--- src/rtl/mips_pkg.sv ---
// rtl/mips_pkg.sv - shared types and constants for the MIPS store buffer
package mips_pkg;

  // One buffered store: address and data as issued by the core
  typedef struct packed {
    logic [31:0] addr;
    logic [31:0] data;
  } store_req_t;

  localparam logic [31:0] MMIO_BASE_DEFAULT = 32'hFFFF_0000;
  localparam logic [31:0] MMIO_MASK_DEFAULT = 32'hFFFF_0000;

  // Occupancy classification derived from the entry count
  typedef enum logic [1:0] {
    OCC_EMPTY   = 2'd0,
    OCC_PARTIAL = 2'd1,
    OCC_FULL    = 2'd2
  } occ_state_t;

endpackage

--- src/rtl/store_fifo_mem.sv ---
// rtl/store_fifo_mem.sv - DEPTH x 64-bit store storage, sync write, async read, no reset
module store_fifo_mem
  import mips_pkg::*;
#(
  parameter int DEPTH = 4,
  localparam int PW = $clog2(DEPTH)
) (
  input  logic             clk,
  input  logic             we_i,
  input  logic [PW-1:0]    waddr_i,
  input  store_req_t       wdata_i,
  input  logic [PW-1:0]    raddr_i,
  output store_req_t       rdata_o
);

  store_req_t mem_q [DEPTH];

  // Write port: capture one store per enabled cycle; contents are not reset
  always_ff @(posedge clk) begin
    if (we_i) begin
      mem_q[waddr_i] <= wdata_i;
    end
  end

  assign rdata_o = mem_q[raddr_i];

endmodule

--- src/rtl/mips_store_buffer.sv ---
// rtl/mips_store_buffer.sv - store capture FIFO draining core stores to a slower bus (option: MIPS_STORE_BUF_FILTER_EN)
module mips_store_buffer
  import mips_pkg::*;
#(
  parameter int          DEPTH     = 4,
  parameter logic [31:0] MMIO_BASE = MMIO_BASE_DEFAULT,
  parameter logic [31:0] MMIO_MASK = MMIO_MASK_DEFAULT,
  localparam int         PW        = $clog2(DEPTH),
  localparam int         CW        = $clog2(DEPTH) + 1
) (
  input  logic          clk,
  input  logic          reset,
  input  logic          memwrite,
  input  logic [31:0]   dataadr,
  input  logic [31:0]   writedata,
  output logic          out_valid,
  input  logic          out_ready,
  output logic [31:0]   out_addr,
  output logic [31:0]   out_data,
  output logic [CW-1:0] count,
  output logic          full,
  output logic          empty,
  output logic          overflow,
  input  logic          clear_overflow
);

`ifdef MIPS_STORE_BUF_FILTER_EN
  localparam bit FILTER_EN = 1'b1;
`else
  localparam bit FILTER_EN = 1'b0;
`endif

  logic [PW-1:0] wr_ptr_q, wr_ptr_d;
  logic [PW-1:0] rd_ptr_q, rd_ptr_d;
  logic [CW-1:0] count_q, count_d;
  logic          overflow_q, overflow_d;
  occ_state_t    occ;
  logic          in_window, cand, push, pop, drop;
  store_req_t    wr_entry, head;

  // Classify occupancy from the count; full/empty/valid all follow from it
  always_comb begin
    occ = OCC_PARTIAL;
    if (count_q == '0) begin
      occ = OCC_EMPTY;
    end else if (count_q == CW'(DEPTH)) begin
      occ = OCC_FULL;
    end
  end

  assign empty     = (occ == OCC_EMPTY);
  assign full      = (occ == OCC_FULL);
  assign out_valid = !empty;

  // With the filter off every store is a candidate; the window compare folds away
  assign in_window = ((dataadr & MMIO_MASK) == MMIO_BASE);
  assign cand      = memwrite & (!FILTER_EN | in_window);
  assign pop       = out_valid & out_ready;
  assign push      = cand & (!full | pop);
  assign drop      = cand & full & !pop;

  assign wr_entry = '{addr: dataadr, data: writedata};

  // Next-state for pointers, occupancy and the sticky overflow flag
  always_comb begin
    wr_ptr_d   = wr_ptr_q;
    rd_ptr_d   = rd_ptr_q;
    count_d    = count_q;
    overflow_d = overflow_q;
    if (push) wr_ptr_d = wr_ptr_q + PW'(1);
    if (pop)  rd_ptr_d = rd_ptr_q + PW'(1);
    if (push && !pop) begin
      count_d = count_q + CW'(1);
    end else if (pop && !push) begin
      count_d = count_q - CW'(1);
    end
    if (clear_overflow) overflow_d = 1'b0;
    if (drop)           overflow_d = 1'b1;
  end

  // State registers; reset discards every entry at once
  always_ff @(posedge clk or posedge reset) begin
    if (reset) begin
      wr_ptr_q   <= '0;
      rd_ptr_q   <= '0;
      count_q    <= '0;
      overflow_q <= 1'b0;
    end else begin
      wr_ptr_q   <= wr_ptr_d;
      rd_ptr_q   <= rd_ptr_d;
      count_q    <= count_d;
      overflow_q <= overflow_d;
    end
  end

  store_fifo_mem #(.DEPTH(DEPTH)) u_mem (
    .clk     (clk),
    .we_i    (push),
    .waddr_i (wr_ptr_q),
    .wdata_i (wr_entry),
    .raddr_i (rd_ptr_q),
    .rdata_o (head)
  );

  assign out_addr = head.addr;
  assign out_data = head.data;
  assign count    = count_q;
  assign overflow = overflow_q;

endmodule

--- config.mk ---
export PLATFORM = sky130hd
export DESIGN_NAME = mips_store_buffer
export DESIGN_NICKNAME = d
export VERILOG_FILES = /design/src/rtl/mips_pkg.sv /design/src/rtl/store_fifo_mem.sv /design/src/rtl/mips_store_buffer.sv
export SDC_FILE = /design/constraint.sdc
export NUM_CORES = 1
export LEC_CHECK = 0
export ABC_AREA = 1
export BUFFER_PORTS_ARGS = -buffer_cell sky130_fd_sc_hd__buf_2
export CELL_PAD_IN_SITES_DETAIL_PLACEMENT = 1
export CELL_PAD_IN_SITES_GLOBAL_PLACEMENT = 1
export CORE_AREA = 4 4 163 165
export CTS_CLUSTER_DIAMETER = 30
export DETAILED_ROUTE_END_ITERATION = 10
export DIE_AREA = 0 0 167 169
export HOLD_SLACK_MARGIN = 0.15
export PLACE_DENSITY = 0.75
export SLEW_MARGIN = 15
export SYNTH_ARGS = -nofsm -noshare
export SYNTH_HDL_FRONTEND = slang
export SYNTH_HIERARCHICAL = 1
export SYNTH_SLANG_ARGS = --single-unit
--- constraint.sdc ---
create_clock -name clk -period 14.75 [get_ports clk]
set_input_delay 2.2125 -clock clk [delete_from_list [all_inputs] [get_ports clk]]
set_output_delay 2.2125 -clock clk [all_outputs]
set_load 0.05 [all_outputs]
# Word level (Yosys, flattened, before mapping)

Memory sizes are Yosys's and may differ from the RTL's.
Cells that the tools add are included.
Widths: inputs -> output; s select.

Register bits: 8
Bits in writable memories: 256
Output and inout port bits: 71
Memories kept: 1

Add/subtract/negate cells: 4
Eq/ne operators: 2
Multiplexer cells: 8
Bitwise logic cells: 5
Reduce and logical (&&, ||, !) cells: 10

Memories:

| name        | words | bits a word | read ports | clocked after memory_dff | write ports | line                 | source |
|---|---|---|---|---|---|---|---|
| u_mem.mem_q | 4     | 64          | 1          | 0                        | 1           | store_fifo_mem.sv:16 | `store_req_t mem_q [DEPTH];` |

Operator list:

| kind                | number |
|---|---|
| $mux 3              | 2 |
| $add 2x1->2 const B | 2 |
| $and 1x1->1         | 4 |
| $logic_not 1->1     | 4 |
| $mux 1              | 4 |
| $mux 2              | 2 |
| $reduce_bool 2->1   | 2 |
| $add 3x1->3 const B | 1 |
| $eq 3x3->1 const B  | 1 |
| $logic_not 3->1     | 1 |
| $sub 3x1->3 const B | 1 |
| $eq 2x2->1 const B  | 1 |
| $logic_and 1x1->1   | 2 |
| $logic_not 2->1     | 1 |
| $or 1x1->1          | 1 |

# Longest topological paths before layout

Depth after elaboration: 12
Mapped depth: 12

# Cells and area by module

The synthesis kept the hierarchy.

Modules (own cells, without submodules):

| module            | instances | cells each | area each (µm²) |
|---|---|---|---|
| store_fifo_mem    | 1         | 1,010      | 10,761.6 |
| mips_store_buffer | 1         | 59         | 455.4 |

# Worst setup path before layout

No wires, ideal clock.

Path kind: input port to flip-flop
From: input port out_ready
To: memory u_mem/mem_q[2][0] (netlist bit), enable pin
Library setup time: 0.565 ns
Arrival time: 6.865 ns
Setup slack: 7.320 ns
Stages: 6
Path buffers: 0
Cells stage by stage: inv_2 -> nand3_2 -> nand2_2 -> inv_1 -> inv_1 -> nor3_1

Word-level cells in the longest chain between the ends: 5

RTL lines:

| what                         | line                    | source |
|---|---|---|
| start: declaration           | mips_store_buffer.sv:17 | `input logic out_ready,` |
| $and 1x1->1                  | mips_store_buffer.sv:58 | `assign pop = out_valid & out_ready;` |
| $or 1x1->1                   | mips_store_buffer.sv:59 | `assign push = cand & (!full \| pop);` |
| $and 1x1->1                  | mips_store_buffer.sv:59 |  |
| net push                     | mips_store_buffer.sv:38 | `logic in_window, cand, push, pop, drop;` |
| $mux 1                       | store_fifo_mem.sv:20    | `if (we_i) begin` |
| $mux 1 (implied by the code) | store_fifo_mem.sv:21    | `mem_q[waddr_i] <= wdata_i;` |
| end: declaration             | store_fifo_mem.sv:16    |  |

The timed path passes the listed nets, and every way through them passes these cells.

# Worst setup path after layout

From: register rd_ptr_q[0]
To: output port out_data[12]

Word-level cells in the longest chain between the ends: 1

RTL lines:

| what                     | line                    | source |
|---|---|---|
| start: declaration       | mips_store_buffer.sv:34 | `logic [PW-1:0] rd_ptr_q, rd_ptr_d;` |
| start signal: assignment | mips_store_buffer.sv:90 | `rd_ptr_q <= rd_ptr_d;` |
| $mem_v2 4x64             | --                      |  |
| end: declaration         | mips_store_buffer.sv:19 | `output logic [31:0] out_data,` |

No other way between the ends.

==> flow_summary.ini <==
[global_routing]
grt_pass1_vias = 8513
largest_net_degree_at_the_start_of_global_routing = 85
global_route.usage.total_pct = 19.17
grt-ovfl-total = 0
initial_antenna_violation_count = 2
wire_length_of_the_first_global_routing_pass_microns = 42900

[logic_synthesis]
synth_cell_type_count = 19
avg_synthesized_cell_area_sq_um = 10.49
sequential_fraction_of_the_synthesis_area_pct = 70.32
post_synthesis_compound_gate_area_fraction_pct = 0.05577
synthAdderAreaFrac_pct = 0.2900
postSynthCellCount = 1069
netlist_area_sq_mm = 0.01122
ys_ff_latch = 264
synth_top_family_by_area = simple AND/OR/NAND/NOR gates
synth_warnings = 6
synthesis.nets = 1140
yosys.area_share.xor_xnor_pct = 0.07808
synth_simple_gate_area_share_pct = 17.98
post_synth_mux_area_share_pct = 0

[finish]
layout-area-overhead-vs-synth_pct = 24.15
finish.utilization_pct = 55.62
final_cell_area_sq_mm = 0.01393
drive_gt1_share_pct = 19.39
layoutNonFillerInstCount = 1605
finish.net_count = 1301
register_area_sq_mm = 0.007893
multiInputGateArea_sq_mm = 0.002085
fillerInstances = 2719

[run_status]
status = finished, final reports clean

[cts]
post-cts-setup-buffer-count = 0
htree_num_levels = 2
clk_latency_ps = 540
clk_pin_slew_ps = 40
cts.hold.buffers_added = 0
clk_root_buffer_cell = clkbuf_16
cts_tree = done
cts_made_buffers = 53
clock_sink_count = 264
cts_buffer_depth = 3
cts-resized-gates = 0

[routing]
routed_wirelength_microns = 27050
drt_iter0_markers = 418
drtPass1Iterations = 4
wl_per_cell_microns = 16.85
drc_errors = 0
avgViaCountPerCell = 4.722
routed-via-count = 7579
count_of_antenna_violating_nets_left_after_detailed_routing = 0

[critical_path]
setup.worst_path.class = flip-flop to output port
cp.required_ps = 12540
worst_setup_path_startpoint = rd_ptr_q[0]
worst_setup_path_start_kind = flip-flop
worst_ep_arrival_time_ps = 3310
crit_path_max_fanout = 84
critical_path.reg2reg.startpoint = count[0]
cp-end-kind = output port

[timing]
layout_setup_ws_ps = 9230
worst_clock_skew_ps = 19.91
final_slew_viol_count = 0
min_period_ps = 5520
totalNegativeSetupSlack_ps = 0
final_hold_viol_count = 0
tightestPinTransition_ps = 1067
period_share_pct = 37.42
worst_slew_margin_rel_pct = 28.86
maxClockFrequency_mhz = 181.2
worst_hold_slack_ps = 532.8
timing.final.setup_violations = 0
rsz0062_at_grt = false

[floorplanning]
initial_utilization_pct = 44.80
die-area_sq_mm = 0.02822
num_io_pins = 140
placement_rows = 58
core_area_sq_mm = 0.02504
die_height_microns = 169
die_x_microns = 167

[power_and_ir_drop]
post-layout-total-power_mw = 3.441
power_density_mw_per_mm2 = 247.1
vdd.ir_drop.worst_mv = 0.1409
static_leakage_nw = 6.522

[min_path]
holdCritStartpoint = overflow
worstHoldPathType = flip-flop to flip-flop

[placed_design]
pre_cts_slack_ps = 9836
dp_cells = 1505
global_placer_s_final_weighted_congestion = 0.7276
hpwlAfterDp_microns = 15030
detailed_place.area_sq_mm = 0.01218
placement.io_buffers = 139

[run]
drv_cap = 0
## worst max-delay path: stages, from the launching register on
cell	delay (ps)
dfrtp_4	750
inv_4	510
buf_4	760
nand2_1	180
nand3_1	140
nand2_1	70
buf_2	210
## layer usage
metal | wire length, microns | vias to the layer above | part of all wire [%] | global-route usage, %
li1 | - | 3669 | - | -
met4 | 473 | 2 | 1.7 | 5.478
met3 | 1410 | 44 | 5.2 | 4.390
met1 | 10410 | 3692 | 38 | 20.44
met2 | 14750 | 172 | 55 | 37.60
met5 | 13 | - | 0.048 | 0
## cell families after synthesis
kind of cell | count (synthesis)
AOI/OAI and AO/OA | 1
xor gates and xnor gates | 1
adders and majority gates | 2
buffers and inverters | 316
DFF | 264
and+or+nand+nor | 485
## report_power, final
part	total (mW)	internal [mW]	leakage [nW]	switching (mW)
registers	1.04	0.973	2.44	0.0685
clock network	1.13	0.761	0.838	0.373
logic	1.27	0.261	3.24	1.00
total	3.44	2.00	6.52	1.45
## cells in the final DEF (no fill, tap or decap), drive strengths merged
cell and instances:
nand2 344, inv 277, edfxtp 256, buf 147, nand3 134, clkbuf 60
clkinv 24, clkinvlp 8, dfrtp 8, bufinv 5, nor3 5, diode 1
nor2 1, xnor2 1, o22ai 1, nand4 1, fa 1, ha 1
## registers in the layout (all words and copies together), names as in the netlist
register and flops:
count 3, overflow 1, rd_ptr_q 2, u_mem/mem_q 256, wr_ptr_q 2
## synth_stat cells
cell type  instances  share of area [%]
ha_1               1               0.11
buf_2             21               0.94
nand3_2            1              0.089
inv_2              4               0.13
nand3_1          133                5.9
inv_1            271                9.1
buf_4             14               0.94
o22ai_1            1              0.056
nor2_4             1               0.10
dfrtp_1            8                1.8
clkbuf_1           4               0.13
nand2_2            3               0.17
edfxtp_1         256                 69
xnor2_1            1              0.078
fa_1               1               0.18
nand4_1            1              0.056
nand2_1          341                 11
nor3_1             5               0.22
buf_1              2              0.067
## area by class of cell
type | count | share of cell area (%)
antenna | 1 | 0.01797
clock buffer | 60 | 10.02
clock inverter | 39 | 2.498
inverter | 275 | 7.430
multi-input combinational | 489 | 14.97
sequential | 264 | 56.68
tap | 330 | 2.965
timing repair buffer | 147 | 5.427
## worst paths after layout
path | slack (ps) | end | cells past startpoint
min in group asynchronous | 1620 | count[0] | 2
max | 9230 | out_data[12] | 6
min reg2reg | 530 | overflow | 2
max in group asynchronous | 12860 | rd_ptr_q[0] | 2
max reg2reg | 12060 | u_mem/mem_q[1][32] | 7
min | 530 | overflow | 2
Note: power is estimated with default switching activity, not from simulation.
